`src/rtl/rcv_fifo_ctrl_pkg.sv`:
```
// Shared types and constants for the 3-row receive FIFO controller.
package rcv_fifo_pkg;

    localparam int NUM_ROWS = 3;
    localparam int PTR_BITS = 2;

    typedef logic [PTR_BITS-1:0] ptr_t;

    localparam ptr_t LAST_ROW = ptr_t'(NUM_ROWS - 1);

    typedef enum logic {
        OUT_EMPTY = 1'b0,
        OUT_VALID = 1'b1
    } out_state_t;

endpackage

```
`src/rtl/rcv_fifo_ctrl_if.sv`:
```
// Receive FIFO controller signal bundle: receiver writes, storage strobes, consumer handshake.
interface rcv_fifo_ctrl_if;
    import rcv_fifo_pkg::*;

    logic flush;
    logic wr_req;
    logic wr_en;
    ptr_t tail_ptr;
    logic rd_en;
    ptr_t head_ptr;
    logic rd_valid;
    logic rd_ready;
    logic full;
    logic empty;
    ptr_t count;
    logic overrun;

    // Environment side: receiver, storage array and consumer.
    modport master (
        output flush, wr_req, rd_ready,
        input  wr_en, tail_ptr, rd_en, head_ptr, rd_valid, full, empty, count, overrun
    );

    // Controller side.
    modport slave (
        input  flush, wr_req, rd_ready,
        output wr_en, tail_ptr, rd_en, head_ptr, rd_valid, full, empty, count, overrun
    );
endinterface

```
`src/rtl/rcv_fifo_ctrl_ptr_ctr.sv`:
```
// Mod-3 row pointer with wrap toggle; advances on inc, clr wins over inc.
// One-cycle update, no backpressure of its own.
module rcv_ptr_ctr
    import rcv_fifo_pkg::*;
(
    input  logic clk,
    input  logic n_rst,
    input  logic inc,
    input  logic clr,
    output ptr_t ptr,
    output logic tog
);

    always_ff @(posedge clk or negedge n_rst) begin
        if (!n_rst) begin
            ptr <= '0;
            tog <= 1'b0;
        end else if (clr) begin
            ptr <= '0;
            tog <= 1'b0;
        end else if (inc) begin
            if (ptr == LAST_ROW) begin
                ptr <= '0;
                tog <= ~tog;
            end else begin
                ptr <= ptr + ptr_t'(1);
            end
        end
    end

endmodule

```
`src/rtl/rcv_fifo_ctrl.sv`:
```
// Receive FIFO pointer/flag controller with a one-deep registered output stage.
// rd_valid follows rd_en by one cycle; rd_ready low holds the output row and stalls reads.
module rcv_fifo_ctrl
    import rcv_fifo_pkg::*;
(
    input  logic clk,
    input  logic n_rst,
    rcv_fifo_ctrl_if.slave ifc
);

    ptr_t       tail_ptr;
    ptr_t       head_ptr;
    logic       tail_tog;
    logic       head_tog;
    logic       full;
    logic       empty;
    ptr_t       count;
    logic       wr_en;
    logic       rd_en;
    logic       overrun;
    out_state_t state;
    logic [PTR_BITS:0] wrap_count;

    rcv_ptr_ctr u_tail (
        .clk   (clk),
        .n_rst (n_rst),
        .inc   (wr_en),
        .clr   (ifc.flush),
        .ptr   (tail_ptr),
        .tog   (tail_tog)
    );

    rcv_ptr_ctr u_head (
        .clk   (clk),
        .n_rst (n_rst),
        .inc   (rd_en),
        .clr   (ifc.flush),
        .ptr   (head_ptr),
        .tog   (head_tog)
    );

    assign empty = (tail_ptr == head_ptr) && (tail_tog == head_tog);
    assign full  = (tail_ptr == head_ptr) && (tail_tog != head_tog);

    // Differing toggles mean the tail has wrapped once more than the head.
    assign wrap_count = {1'b0, tail_ptr} + (PTR_BITS+1)'(NUM_ROWS) - {1'b0, head_ptr};
    assign count      = (tail_tog == head_tog) ? (tail_ptr - head_ptr) : wrap_count[PTR_BITS-1:0];

    assign wr_en = ifc.wr_req & ~full & ~ifc.flush;
    assign rd_en = ~empty & ~ifc.flush & ((state == OUT_EMPTY) | ifc.rd_ready);

    always_ff @(posedge clk or negedge n_rst) begin
        if (!n_rst) begin
            state   <= OUT_EMPTY;
            overrun <= 1'b0;
        end else if (ifc.flush) begin
            state   <= OUT_EMPTY;
            overrun <= 1'b0;
        end else begin
            overrun <= ifc.wr_req & full;
            case (state)
                OUT_EMPTY: if (rd_en) state <= OUT_VALID;
                OUT_VALID: if (ifc.rd_ready && !rd_en) state <= OUT_EMPTY;
                default:   state <= OUT_EMPTY;
            endcase
        end
    end

    assign ifc.wr_en    = wr_en;
    assign ifc.rd_en    = rd_en;
    assign ifc.tail_ptr = tail_ptr;
    assign ifc.head_ptr = head_ptr;
    assign ifc.full     = full;
    assign ifc.empty    = empty;
    assign ifc.count    = count;
    assign ifc.overrun  = overrun;
    assign ifc.rd_valid = (state == OUT_VALID);

endmodule

```
`src/flat_wrapper.sv`:
```
// flat-port wrapper written by rule: the top's interface ports become plain ports
module rcv_fifo_ctrl_flat import rcv_fifo_pkg::*;
  (clk, n_rst, ifc_flush, ifc_wr_req, ifc_rd_ready, ifc_wr_en, ifc_tail_ptr, ifc_rd_en, ifc_head_ptr, ifc_rd_valid, ifc_full, ifc_empty, ifc_count, ifc_overrun);
  rcv_fifo_ctrl_if ifc_i ();
  input  logic clk;
  input  logic n_rst;
  input wire logic [$bits(ifc_i.flush)-1:0] ifc_flush;
  input wire logic [$bits(ifc_i.wr_req)-1:0] ifc_wr_req;
  input wire logic [$bits(ifc_i.rd_ready)-1:0] ifc_rd_ready;
  output wire logic [$bits(ifc_i.wr_en)-1:0] ifc_wr_en;
  output wire logic [$bits(ifc_i.tail_ptr)-1:0] ifc_tail_ptr;
  output wire logic [$bits(ifc_i.rd_en)-1:0] ifc_rd_en;
  output wire logic [$bits(ifc_i.head_ptr)-1:0] ifc_head_ptr;
  output wire logic [$bits(ifc_i.rd_valid)-1:0] ifc_rd_valid;
  output wire logic [$bits(ifc_i.full)-1:0] ifc_full;
  output wire logic [$bits(ifc_i.empty)-1:0] ifc_empty;
  output wire logic [$bits(ifc_i.count)-1:0] ifc_count;
  output wire logic [$bits(ifc_i.overrun)-1:0] ifc_overrun;
  assign ifc_i.flush = ifc_flush;
  assign ifc_i.wr_req = ifc_wr_req;
  assign ifc_i.rd_ready = ifc_rd_ready;
  assign ifc_wr_en = ifc_i.wr_en;
  assign ifc_tail_ptr = ifc_i.tail_ptr;
  assign ifc_rd_en = ifc_i.rd_en;
  assign ifc_head_ptr = ifc_i.head_ptr;
  assign ifc_rd_valid = ifc_i.rd_valid;
  assign ifc_full = ifc_i.full;
  assign ifc_empty = ifc_i.empty;
  assign ifc_count = ifc_i.count;
  assign ifc_overrun = ifc_i.overrun;
  rcv_fifo_ctrl u_core (.clk(clk), .n_rst(n_rst), .ifc(ifc_i));
endmodule
```
`config.mk`:
```
export PLATFORM = sky130hd
export DESIGN_NAME = rcv_fifo_ctrl_flat
export DESIGN_NICKNAME = d
export VERILOG_FILES = /design/src/rtl/rcv_fifo_ctrl_pkg.sv /design/src/rtl/rcv_fifo_ctrl_if.sv /design/src/rtl/rcv_fifo_ctrl_ptr_ctr.sv /design/src/rtl/rcv_fifo_ctrl.sv /design/src/flat_wrapper.sv
export SDC_FILE = /design/constraint.sdc
export NUM_CORES = 1
export LEC_CHECK = 0
export CAP_MARGIN = 0
export CELL_PAD_IN_SITES_DETAIL_PLACEMENT = 1
export CELL_PAD_IN_SITES_GLOBAL_PLACEMENT = 1
export CORE_AREA = 3 3 45 47
export CTS_CLUSTER_DIAMETER = 120
export DETAILED_ROUTE_END_ITERATION = 6
export DIE_AREA = 0 0 48 50
export PLACE_DENSITY = 0.81
export SLEW_MARGIN = 20
export SYNTH_ARGS = -nofsm -noshare
export SYNTH_HDL_FRONTEND = slang
export SYNTH_SLANG_ARGS = --single-unit
```
`constraint.sdc`:
```
create_clock -name clk -period 1.7 [get_ports clk]
set_input_delay 0.34 -clock clk [delete_from_list [all_inputs] [get_ports clk]]
set_output_delay 0.34 -clock clk [all_outputs]
set_load 0.005 [all_outputs]
```
==> impl_metrics.py, run 1 <==
metrics = {
    "drt": {
        "wirelength_microns": 1855,
        "wl_per_cell_microns": 16.42,
        "firstDrtPassIters": 3,
        "drt.antenna.violating_nets": 0,
        "drcViolationCount": 0,
        "num_vias": 558,
        "via_per_inst": 4.938,
        "drt_iter0_drc": 3,
    },
    "placement": {
        "place_area_sq_um": 812.0,
        "placedCellCount": 104,
        "io_buffers": 16,
        "gp_congestion": 0.8091,
        "dp_hpwl_microns": 1272,
    },
    "grt": {
        "grt_pass1_vias": 629,
        "antenna_found_initial": 0,
        "grt_max_degree": 9,
        "grt_use_total_pct": 17.95,
        "grt_first_pass_wirelength_microns": 2980,
        "grt.overflow.total": 0,
    },
    "sta": {
        "hold_viol": 0,
        "tightestPinTransition_ps": 373.9,
        "slew_headroom_pct": 74.99,
        "rsz0062_at_grt": "yes",
        "final-setup-viol-count": 5,
        "clock.fmax_mhz": 567.6,
        "fin_crit_sh_pct": 103.6,
        "fin_skew_ps": 0.9552,
        "layout_setup_ws_ps": -61.78,
        "period_minus_slack_ps": 1762,
        "finalMaxSlewViolations": 0,
    },
    "worst_setup_path": {
        "cpMaxStageDelayCell": "dfrtp_2",
        "r2r_end": "u_core.u_head.ptr[1]",
        "reg2regPathDepth": 6,
        "cp_max_fo": 4,
        "path_cells": "xor2_4 -> buf_6 -> a21oi_4 -> xnor2_2 -> buf_2",
        "arrival_ps": 1420,
        "timing.rr.start": "u_core.u_tail.ptr[0]",
        "crit_type": "reg2out",
        "slowest_delay_ps": 440,
        "critPathRequiredTime_ps": 1360,
        "critPathLaunchType": "flip-flop",
        "rrSetupSlack_ps": 130,
        "endpoint_kind": "output pin",
    },
    "yosys": {
        "netlist_instances": 57,
        "ys_ff_latch": 8,
        "synth_area_sq_um": 519.2,
        "ys_seq_area_share_pct": 38.55,
        "yosysTopAreaCellShare_pct": 38.55,
        "synth.area.top_cells": "dfrtp_1 (39%), nor2_1 (8.0%), mux2i_1 (7.7%)",
        "synthesis.nets": 64,
        "ys_warn_count": 0,
        "yosysUniqueCellTypes": 25,
        "synth_top_area_cell": "dfrtp_1",
        "avgSynthCellArea_sq_um": 9.110,
    },
    "finish": {
        "layout_common_cells": "buf_4 (17), clkdlybuf4s50_1 (10), nor2_1 (8), buf_6 (6), buf_2 (5)",
        "stdcell_count": 113,
        "syn2layout_area_growth_pct": 91.81,
        "mostFrequentLayoutCell": "buf_4",
        "fill_cells": 196,
        "fin_nets": 105,
        "antenna_cells": 0,
        "post-route-cell-area_sq_um": 996.0,
        "layout-drive-gt1-share_pct": 53.13,
    },
    "clocking": {
        "numCtsBuffers": 3,
        "clock-sinks": 8,
        "clk_pin_slew_ps": 50,
        "clockBufferDepth": 2,
        "clock-root-buffer": "clkbuf_4",
        "cts_tree": "done",
        "hold_buffers": 0,
        "clk-insertion-delay-late_ps": 250,
        "htree_num_levels": 1,
    },
    "floorplan": {
        "start_util_pct": 30.74,
        "chipWidth_microns": 48,
        "die_area_sq_um": 2400,
        "fp-row-count": 15,
        "num_io_pins": 17,
        "core_area_sq_um": 1689,
        "die_h_microns": 50,
    },
    "pwr": {
        "powerDensity_nw_per_um2": 1346,
        "peakVddDrop_mv": 0.7729,
        "leakagePower_nw": 0.4386,
        "finalPower_w": 0.001340,
    },
    "status": {
        "status": "finished, violations left",
        "violations": "negative setup slack",
    },
    "job": {
        "max_cap_viol_count": 0,
    },
    "worst_hold_path": {
        "min_path_type": "in2async",
    },
}
-- Yosys cell counts --
cell / number
buf_1: 1
xnor2_2: 1
nand3_1: 1
a32oi_1: 1
or2b_1: 1
xor2_1: 1
mux2i_1: 4
nand2b_1: 2
a2111oi_2: 1
ha_1: 2
dfrtp_1: 8
a41oi_1: 1
a31oi_1: 1
buf_2: 1
nor3_1: 1
a21oi_1: 4
nor2b_1: 2
and3_1: 1
nand3b_1: 1
inv_1: 3
o21ai_0: 2
nor2_1: 11
a311oi_1: 1
xnor2_1: 3
nand2_1: 2
-- state kept, by name, indices dropped and copies added (netlist names) --
name	count
u_core.ifc.rd_valid	1
u_core.u_tail.ptr	2
u_core.ifc.overrun	1
u_core.u_head.ptr	2
u_core.u_tail.tog	1
u_core.u_head.tog	1
-- cells by family (layout without fill, tap and decap cells) --
kind of cell               Yosys count  in the layout  synth area share (%)
adders and majority gates            2              2                 4.819
buffers and inverters                5             44                 3.854
muxes                                4              4                 7.711
xor gates and xnor gates             5              5                 9.882
and+or+nand+nor                     22             22                 20.24
AOI/OAI and AO/OA                   11             11                 14.94
DFF                                  8              8                 38.55
-- repair_timing --
action	4_1_cts	5_1_grt
gates resized for setup	47	10
pin swaps	6	4
buffers inserted	5	2
setup endpoints to repair	6	8
-- layer usage --
metal  wire (microns)  global-route usage, %  vias to the layer above  part of all wire, %
met5                0                      0                        -                    0
met4               13                  5.381                        0                 0.70
met3               32                  3.285                        2                  1.7
met2             1044                  30.40                        6                   56
met1              764                  21.95                      271                   41
li1                 -                      -                      279                    -
-- stage by stage --
stage          setup TNS, ps  utilization (%)  worst slack, ps  hold WS [ps]
2_1_floorplan              0                -            109.5         44.41
3_3_place_gp           -1117            48.07           -247.6         544.9
3_5_place_dp           -1367            48.07           -277.3         547.1
4_1_cts               -246.3            55.41           -84.74         387.5
5_1_grt               -571.0            58.96           -132.3         386.7
6_report              -239.9            58.96           -61.78         371.9
-- how the worst max path moves through the flow --
stage / from / to / slack [ps] / depth (start not counted)
6_report: u_core.u_tail.tog / ifc_count[1] / -60 / 5
5_1_grt: u_core.u_tail.ptr[0] / ifc_rd_en / -130 / 6
4_1_cts: u_core.u_head.tog / ifc_count[1] / -80 / 5
3_5_place_dp: u_core.u_head.ptr[0] / ifc_rd_en / -280 / 6
3_3_place_gp: u_core.u_head.ptr[0] / ifc_rd_en / -250 / 6
2_1_floorplan: u_core.u_head.ptr[0] / ifc_rd_en / 110 / 6
-- worst max-delay path, delay by kind of cell, from the launching register on --
| kind | cells | cell delay [ps] |
|---|---|---|
| compound gates | 1 | 130 |
| xor+xnor | 2 | 330 |
| buf+inv | 2 | 260 |
| flops | 1 | 440 |
-- where the power goes --
| part | leakage [nW] | internal [W] | switching [W] | total [W] |
|---|---|---|---|---|
| registers | 0.101 | 0.000228 | 0.0000391 | 0.000267 |
| logic | 0.323 | 0.000516 | 0.000413 | 0.000928 |
| clock network | 0.0138 | 0.0000807 | 0.0000638 | 0.000145 |
-- layout make-up --
cell class | instances | area [sq um] | area share (%)
multi-input cells | 44 | 410.4 | 41.21
repair buffers | 38 | 320.3 | 32.16
flip-flops and latches | 8 | 205.2 | 20.60
clock buffers | 3 | 22.52 | 2.261
well taps | 17 | 21.27 | 2.136
inverters | 3 | 16.27 | 1.633
Note: power is estimated with default switching activity, not from simulation.
==> inputs of run 2 (changes only) <==
ABC_CLOCK_PERIOD_IN_PS = 1700   (was unset)
CAP_MARGIN = 30   (was 0)
HOLD_SLACK_MARGIN = 0.1   (was unset)
==> results of run 2 <==
Same layout as run 1: the final DEF is identical, and so are final timing and power.
==> inputs of run 3 (changes only) <==
--- a/config.mk
+++ b/config.mk
@@ -12,3 +12,3 @@
 export CORE_AREA = 3 3 45 47
-export CTS_CLUSTER_DIAMETER = 120
+export CTS_CLUSTER_DIAMETER = 200
 export DETAILED_ROUTE_END_ITERATION = 6
--- a/constraint.sdc
+++ b/constraint.sdc
@@ -3,2 +3,2 @@
 set_output_delay 0.34 -clock clk [all_outputs]
-set_load 0.005 [all_outputs]
+set_load 0.05 [all_outputs]
==> run 3 against run 2 <==
Compared with the run above:
- the run still ends with negative setup slack left
- wire length is 14% lower
- combinational power is 66% higher
- non-clock buffer count is 3 lower
- sequential power is 3% higher
- largest cell class unchanged
- highest routed layer unchanged
==> impl_metrics.py, run 3 (same netlist as run 1, synthesis figures left out) <==
metrics = {
    "status": {
        "status": "finished, violations left",
        "violations": "negative setup slack",
    },
    "worst_setup_path": {
        "timing.rr.start": "u_core.u_head.ptr[1]",
        "path_cells": "inv_1 -> ha_1 -> nor2_2 -> a21oi_2 -> xnor2_4 -> buf_12",
        "cpMaxStageDelayCell": "dfrtp_2",
        "crit_type": "reg2out",
        "r2r_end": "u_core.u_head.ptr[1]",
        "cp_max_fo": 4,
        "path_buf_inv": 2,
        "reg2regPathDepth": 6,
        "slowest_delay_ps": 450,
        "arrival_ps": 1540,
        "critPathRequiredTime_ps": 1360,
        "cp_top_family": "flip-flops",
        "critPathLaunchType": "flip-flop",
        "rrSetupSlack_ps": 150,
        "endpoint_kind": "output pin",
    },
    "floorplan": {
        "die_area_sq_um": 2400,
        "start_util_pct": 30.74,
        "chipWidth_microns": 48,
        "die_h_microns": 50,
        "fp-row-count": 15,
        "core_area_sq_um": 1689,
        "num_io_pins": 17,
    },
    "placement": {
        "gp_congestion": 0.7634,
        "dp_slack_ps": -69.81,
        "io_buffers": 16,
        "dp_hpwl_microns": 1222,
    },
    "pwr": {
        "leakagePower_nw": 0.4592,
        "finalPower_w": 0.001975,
        "powerDensity_nw_per_um2": 1819,
        "peakVddDrop_mv": 0.9926,
    },
    "sta": {
        "period_minus_slack_ps": 1876,
        "holdWs_ps": 354.6,
        "fin_skew_ps": 9.985,
        "finalSetupTns_ps": -871.3,
        "hold_viol": 0,
        "slew_headroom_pct": 75.35,
        "layout_setup_ws_ps": -176.0,
        "tightestPinTransition_ps": 368.5,
        "finalMaxSlewViolations": 0,
        "final-setup-viol-count": 6,
        "rsz0062_at_grt": "yes",
        "clock.fmax_mhz": 533.0,
        "fin_crit_sh_pct": 110.4,
    },
    "job": {
        "max_cap_viol_count": 0,
    },
    "drt": {
        "firstDrtPassIters": 2,
        "drcViolationCount": 0,
        "drt.antenna.violating_nets": 0,
        "wirelength_microns": 1604,
        "wl_per_cell_microns": 14.45,
        "drt_iter0_drc": 4,
        "num_vias": 570,
        "via_per_inst": 5.135,
    },
    "grt": {
        "grt.overflow.total": 0,
        "grt_first_pass_wirelength_microns": 3063,
        "grt_pass1_vias": 632,
        "antenna_found_initial": 0,
        "grt_max_degree": 9,
        "grt_use_total_pct": 18.23,
    },
    "finish": {
        "multiInputGateArea_sq_um": 431.7,
        "top_regs": "u_core.u_head.ptr x2, u_core.u_tail.ptr x2",
        "syn2layout_area_growth_pct": 109.2,
        "fill_cells": 182,
        "fin_nets": 102,
        "mostFrequentLayoutCell": "buf_4",
        "antenna_cells": 0,
        "seq_area_sq_um": 207.7,
        "layout_common_cells": "buf_4 (20), nor2_1 (8), buf_12 (8), dfrtp_2 (6)",
        "utilization_pct": 64.30,
        "layout-drive-gt1-share_pct": 58.51,
    },
    "clocking": {
        "hold_buffers": 0,
        "htree_num_levels": 1,
        "numCtsBuffers": 3,
        "clock-sinks": 8,
        "clockBufferDepth": 2,
        "cts_tree": "done",
        "clk_pin_slew_ps": 60,
        "clk-insertion-delay-late_ps": 260,
        "clock-root-buffer": "clkbuf_4",
    },
    "worst_hold_path": {
        "min_path_type": "in2async",
    },
}
run 3: cell types whose count changed in the layout (fill, tap and decap cells not counted), moves of 2 or more:
cell             change
buf_12               +8
buf_2                -5
buf_4                +3
xnor2_4              +2
clkdlybuf4s50_1      -6
dfrtp_1              -2
buf_6                -3
inv_4                -2
dfrtp_2              +2
run 3: power breakdown:
| part | switching [W] | leakage [nW] | internal [W] | total [W] |
|---|---|---|---|---|
| Combinational | 0.000795 | 0.346 | 0.000743 | 0.00154 |
| Sequential | 0.0000455 | 0.0987 | 0.000231 | 0.000276 |
| Clock | 0.0000705 | 0.0150 | 0.0000901 | 0.000161 |
run 3: final cells by class:
type                       instances  area share (%)
inverter                           3           1.382
tap                               17           1.959
timing repair buffer              35           35.37
multi-input combinational         44           39.75
sequential                         8           19.12
clock buffer                       4           2.419
run 3: worst max-delay path by stage:
| stage | start | cells after the start | end | slack, ps |
|---|---|---|---|---|
| finish | u_core.u_tail.ptr[0] | 6 | ifc_count[1] | -180 |
| global route | u_core.u_head.tog | 5 | ifc_count[1] | -250 |
| CTS | u_core.u_head.tog | 5 | ifc_count[1] | -200 |
| detailed placement | ifc_rd_ready | 7 | u_core.u_head.ptr[1] | -70 |
| global placement | ifc_rd_ready | 7 | u_core.u_head.ptr[1] | 6 |
| floorplan | u_core.u_head.ptr[0] | 6 | ifc_wr_en | -300 |
run 3: metrics by stage:
| stage | area (sq um) | instances |
|---|---|---|
| floorplan | 641.9 | 57 |
| global placement | 968.4 | 100 |
| finish | 1086 | 111 |
| global route | 1086 | 111 |
| detailed placement | 968.4 | 100 |
| CTS | 1086 | 111 |
run 3: what timing repair did:
| action | 4_1_cts | 5_1_grt |
|---|---|---|
| resized for setup | 10 | 0 |
| pin swaps | 7 | 4 |
| buffers inserted | 7 | 0 |
| endpoints found under the setup margin | 6 | 6 |
run 3: worst reg2reg max path: cells and delay by family (launching register included):
family	cells	cell delay, ps
DFF	1	440
buffers and inverters	2	320
muxes	1	220
AOI/OAI and AO/OA	1	200
xor gates and xnor gates	1	190
and+or+nand+nor	1	70
run 3: metal layers:
metal	track usage [%]	share of wire (%)	vias to the layer above
met1	22.42	41	277
met5	0	0	-
met4	8.969	2.4	0
met2	29.07	54	11
met3	3.285	2.6	5
li1	-	-	277
